`config.mk`:
```
export PLATFORM = sky130hd
export DESIGN_NAME = tdm_demux4
export DESIGN_NICKNAME = d
export VERILOG_FILES = /design/src/rtl/tdm_demux4.sv
export SDC_FILE = /design/constraint.sdc
export NUM_CORES = 1
export LEC_CHECK = 0
export CAP_MARGIN = 20
export CORE_ASPECT_RATIO = 0.5
export CORE_MARGIN = 1.5
export CORE_UTILIZATION = 29
export CTS_CLUSTER_SIZE = 28
export DETAILED_ROUTE_END_ITERATION = 16
export GPL_TIMING_DRIVEN = 0
export SYNTH_ARGS = -nofsm -noshare
export SYNTH_HDL_FRONTEND = slang
export SYNTH_SLANG_ARGS = --single-unit
export TNS_END_PERCENT = 50
```
`constraint.sdc`:
```
create_clock -name clk -period 2.3 [get_ports clk]
set_input_delay 0.46 -clock clk [delete_from_list [all_inputs] [get_ports clk]]
set_output_delay 0.46 -clock clk [all_outputs]
set_load 0.02 [all_outputs]
```
`src/rtl/tdm_demux4.sv`:
```
// tdm_demux4: 4-slot TDM receive-side demultiplexer.
// Rebuilds four channels from a framed word-serial stream.
module tdm_demux4 #(
  parameter int WIDTH = 4
) (
  input  logic             clk,
  input  logic             rst,
  input  logic             in_valid,
  input  logic             frame_start,
  input  logic [WIDTH-1:0] din,
  output logic [WIDTH-1:0] a,
  output logic [WIDTH-1:0] b,
  output logic [WIDTH-1:0] c,
  output logic [WIDTH-1:0] d,
  output logic             frame_valid,
  output logic [1:0]       slot,
  output logic             sync_err
);

  localparam logic HUNT = 1'b0;
  localparam logic LOCK = 1'b1;

  logic             state;
  logic [WIDTH-1:0] sh0;
  logic [WIDTH-1:0] sh1;
  logic [WIDTH-1:0] sh2;

  logic hunt;
  logic bad_fs;
  logic no_fs;

  // Classify the incoming word; the cases are mutually exclusive
  always_comb begin
    hunt   = (state == HUNT);
    bad_fs = (state == LOCK) && frame_start && (slot != 2'd0);
    no_fs  = (state == LOCK) && !frame_start && (slot == 2'd0);
  end

  // Slot tracking, shadow capture and atomic frame update
  always_ff @(posedge clk or posedge rst) begin
    if (rst) begin
      state       <= HUNT;
      slot        <= 2'd0;
      sh0         <= '0;
      sh1         <= '0;
      sh2         <= '0;
      a           <= '0;
      b           <= '0;
      c           <= '0;
      d           <= '0;
      frame_valid <= 1'b0;
      sync_err    <= 1'b0;
    end else begin
      frame_valid <= 1'b0;
      sync_err    <= 1'b0;
      if (in_valid) begin
        unique case (1'b1)
          hunt: begin
            if (frame_start) begin
              sh0   <= din;
              slot  <= 2'd1;
              state <= LOCK;
            end
          end
          bad_fs: begin
            sync_err <= 1'b1;
            sh0      <= din;
            slot     <= 2'd1;
          end
          no_fs: begin
            sync_err <= 1'b1;
            slot     <= 2'd0;
            state    <= HUNT;
          end
          default: begin
            case (slot)
              2'd0: sh0 <= din;
              2'd1: sh1 <= din;
              2'd2: sh2 <= din;
              default: begin
                a           <= sh0;
                b           <= sh1;
                c           <= sh2;
                d           <= din;
                frame_valid <= 1'b1;
              end
            endcase
            slot <= slot + 2'd1;
          end
        endcase
      end
    end
  end

endmodule
```
Word level (Yosys, flattened, before mapping)
Index checks and enable logic that the tools add are counted.
{"block": "totals", "register_bits": 33, "inputBits": 8, "out_inout_bits": 20, "elab_cells": 52}
{"block": "classes", "n_addsub": 1, "eq_ne": 3, "muxes": 15, "bitwise_logic": 4, "n_reduce_logical": 18}
{"cell": "2-to-1 mux 4 bit", "count": 3}
{"cell": "one-hot mux 4 bit (3 select lines)", "count": 1}
{"cell": "AND reduction 3 bit", "count": 3}
{"cell": "2-to-1 mux 1 bit", "count": 7}
{"cell": "one-hot mux 2 bit (3 select lines)", "count": 1}
{"cell": "OR reduction 3 bit", "count": 2}
{"cell": "logical AND 1 bit", "count": 4}
{"cell": "2-to-1 mux 2 bit", "count": 2}
{"cell": "NOT 1 bit", "count": 4}
{"cell": "AND reduction 2 bit", "count": 2}
{"cell": "AND reduction 4 bit", "count": 1}
{"cell": "nonzero test 2 bit", "count": 2}
{"cell": "inequality test 3 bit, second input constant", "count": 1}
{"cell": "nonzero test 3 bit", "count": 1}
{"cell": "adder 2 x 1 -> 2 bit, second input constant", "count": 1}
{"cell": "== test 2 x 1 -> 1 bit, second input constant", "count": 1}
{"cell": "== test 2 bit, second input constant", "count": 1}
{"cell": "logical NOT 2 bit", "count": 1}
{"cell": "one-hot mux 1 bit (2 select lines)", "count": 1}
{"cell": "OR reduction 2 bit", "count": 1}
{"cell": "logical NOT 1 bit", "count": 1}

Longest topological paths before layout
{"block": "depth", "depth_word": 6, "mapped_depth": 7, "depth_no_buf": 5}

Worst setup path after synthesis
OpenSTA, ideal clock, no wires.
{"block": "synth_path", "path_type": "flip-flop to flip-flop", "from": "register slot[0]", "to": "register d[0]", "setup_time_ps": 125, "arrival_ps": 1856, "t_required_ps": 2175, "setup_slack_ps": 319, "stages_incl_launch_ff": 8, "path_buffers": 2, "period_less_slack_ps": 1981, "path_cell_list": "dfrtp_1 inv_1 ha_1 xnor2_1 and3_1 buf_6 buf_6 mux2_2"}
{"block": "synth_via", "elab_chain_len": 5, "elab_cells_between_ends": 11, "classes_between": "2 x eq/ne; 2 x bitwise; 7 x reduce/logical"}
{"element": "start: declaration", "line": "16", "source": "output logic [1:0] slot,"}
{"element": "start signal: assignment", "line": "88", "source": "slot <= slot + 2'd1;"}
{"element": "nonzero test 2 bit or logical NOT 2 bit (tied branches)", "line": "35, 36, 76"}
{"element": "logical AND 1 bit (on tied branches)", "line": "35, 36"}
{"element": "OR reduction 3 bit (no line)"}
{"element": "NOT 1 bit (no line)"}
{"element": "AND reduction 3 bit (no line) *"}
{"element": "end signal: assignment", "line": "84", "source": "d <= din;"}
{"element": "end: declaration", "line": "14", "source": "output logic [WIDTH-1:0] d,"}
Mark *: on every way between the ends. The rest lies on a longest branch, timed or not.
A chain may end at the register's enable or synchronous reset.

Worst setup path in the final report
{"block": "layout_path", "from": "register slot[0]", "to": "register d[1]"}
Same word-level chain as after synthesis.

==> run_results.csv <==
group,metric,value,unit
yosys,synth_compound_area_share,3.10,%
yosys,ys_types,17,
route,drtIter0Drc,16,
yosys,synthCells,89,
finish,utilization,41.7,%
yosys,ys_warn_count,0,
grt,grt_usage,10.6,%
yosys,synthTopCellsByCount,"33 x dfrtp_1, 28 x mux2_2, 4 x ha_1, 4 x inv_1, 4 x nand2_1",
yosys,synth_fa_ha_area_share,3.75,%
power_and_ir_drop,power_density,1320,nW/µm²
outcome,outcome,"finished, violations left",
critical_path,r2r_cells,7,
grt,grt_overflow,0,
yosys,yosys.area_share.simple,3.56,%
yosys,ys_ff_latch,33,
grt,antenna_found_initial,0,
clocking,post-cts-setup-buffer-count,0,
worst_hold_path,min_path_cells,1,
grt,grt_pass1_vias,795,
yosys,synth-edff-count,0,
critical_path,cp.required,2.47,ns
finish,layout-drive-gt1-share,34.4,%
timing,finalWorstSetupSlack,0.217,ns
critical_path,critPathArrivalTime,2.25,ns
finish,diodes,0,
floorplanning,row_count,17,
placement,hpwl,1.64,mm
route,drtPass1Iterations,10,
finish,area_delta_synth_final,37.7,%
floorplanning,core,4400,µm²
finish,fin_nets,136,
timing,setup_viol,0,
yosys,syn_nets,101,
clocking,hold_buffers,0,
yosys,synthXorXnorAreaFrac,0.657,%
yosys,synth_most_common_cell,"dfrtp_1",
clocking,cts_tree,"built",
finish,fin_cells,182,
power_and_ir_drop,finalPower,2.43,mW
route,vias,796,
route,drc,1,
yosys,async_flop_share,100,%
clocking,clkTransAtPathRegs,0.07,ns
timing,holdWs,0.497,ns
floorplanning,ioPinCount,28,
floorplanning,die-width,98.9,µm
timing,relSlewSlack,50.8,%
placement,place_ws,-0.0632,ns
clocking,htree_levels,2,
critical_path,r2r_start,"slot[0]$_DFFE_PP0P_",
grt,grt_pass1_wl,3.85,mm
clocking,clockBufferDepth,2,
yosys,synthFlopType,"dfrtp_1",
power_and_ir_drop,peakVddDrop,336,µV
yosys,synth_top_cell_by_area,"dfrtp_1",
timing,maxSlewViolCount,0,
timing,finalCriticalPeriod,2.08,ns
floorplanning,dieArea,5040,µm²
power_and_ir_drop,power.leakage,0.836,nW
critical_path,worstPathMaxFanout,10,
placement,port_buffers,27,
clocking,cts_sinks,33,
timing,timing.fmax,480,MHz
timing,finClkSkew,0.00572,ns
yosys,synth_area_leaders,"dfrtp_1 62%, mux2_2 24%, ha_1 3.8%",
clocking,ctsRootBufferMaster,"clkbuf_8",
critical_path,crit_path_end_kind,"register",
timing,min_period_over_period,90.6,%
floorplanning,die_h,51.0,µm
clocking,cts-resized-gates,0,
yosys,avgSynthCellArea,15.0,µm²
worst_hold_path,hp-start,"sh0[2]$_DFFE_PP0P_",
timing,worst_pin_slew,0.737,ns
floorplanning,initial_utilization,30.3,%
placement,gp_congestion,0.764,
critical_path,start_kind,"register",
clocking,clk_latency,0.29,ns
timing,grt_setup_unrepaired,"false",
job,max_cap_viol_count,0,
critical_path,reg2reg_slack,0.22,ns
worst_hold_path,hold_class,"reg -> reg",
yosys,yosys-mux-area-fraction,23.6,%
critical_path,path_class,"reg -> reg",
clocking,numCtsBuffers,5,
yosys,ys_seq_area_share,61.9,%
timing,hold_viol,0,
critical_path,cp-startpoint,"slot[0]$_DFFE_PP0P_",
route,antenna_left,0,
yosys,synth_top_cell_area_share,61.9,%
route,viasPerCell,4.37,
yosys,synth_top_family_by_area,"multiplexers",
placement,place_inst,174,
grt,grt_max_degree,19,
route,wl_per_cell,12.4,µm
route,finalWirelength,2.26,mm
yosys,syn_area,1330,µm²
outcome,violations,"DRC",
==> area by class of cell <==
class                      instances  area, µm²
fill                             400       2570
timing repair buffer              28        298
sequential                        33        826
buffer                             4       30.0
multi-input combinational         48        463
inverter                           4       15.0
clock buffer                       5       68.8
clock inverter                     3       65.1
tap                               57       71.3
==> power breakdown <==
group          switching, mW  internal, mW  leakage, nW
logic                  0.388         0.477        0.346
clock network          0.209         0.430       0.0681
registers              0.121         0.806        0.422
==> routing by layer <==
metal  track usage (%)  part of all wire (%)  vias up
met4              5.00                  0.71        0
met1              12.5                    48      410
met2              15.9                    47       12
li1                  -                     -      372
met3              6.02                   4.3        2
met5                 0                     0        -
==> flip-flops by register name, indices dropped and copies added, names as in the netlist <==
register / flops
sync_err: 1
slot: 2
c: 4
b: 4
state: 1
d: 4
a: 4
sh2: 4
sh0: 4
sh1: 4
frame_valid: 1
==> kinds of logic (layout without fill, tap and decap cells) <==
kind of cell / after synthesis / count (layout)
xor+xnor: 1 / 1
mux: 28 / 28
fa+ha+maj: 4 / 4
flops: 33 / 33
simple gates: 9 / 9
compound gates: 6 / 6
buf+inv: 8 / 44
==> path summary, 6_finish.rpt <==
path | end
max in group asynchronous | d[3]$_DFFE_PP0P_
worst min register to register | a[2]$_DFFE_PP0P_
min in group asynchronous | b[2]$_DFFE_PP0P_
worst max-delay path | d[1]$_DFFE_PP0P_
worst min-delay path | a[2]$_DFFE_PP0P_
worst max register to register | d[1]$_DFFE_PP0P_
==> cells in the final DEF (no fill, tap or decap) <==
cell type and instances:
clkinv_2 1, buf_6 2, clkbuf_1 2, and3_2 2
bufinv_16 2, o21ai_0 1, a32o_1 1, and2_2 1
clkbuf_8 5, a21oi_1 2, a22o_2 1, buf_16 1
mux2_2 28, clkdlybuf4s50_1 27, ha_1 4, dfrtp_1 33
and3_1 1, inv_1 4, xnor2_1 1, nand2_1 4
o22ai_1 1, nor2_1 1
==> per-stage QoR <==
stage / setup TNS (ns) / cell area, µm²
floorplan: 0 / 1330
finish: 0 / 1840
global placement: -0.364 / 1680
CTS: 0 / 1840
global route: 0 / 1840
detailed placement: -0.774 / 1700
==> critical path, cell delays in order (launching register included) <==
cell and delay [ns]:
dfrtp_1 0.41, inv_1 0.11, ha_1 0.25, xnor2_1 0.32
and3_1 0.23, buf_6 0.14, buf_6 0.16, mux2_2 0.34
No activity file was read; power rests on OpenSTA's default activity.
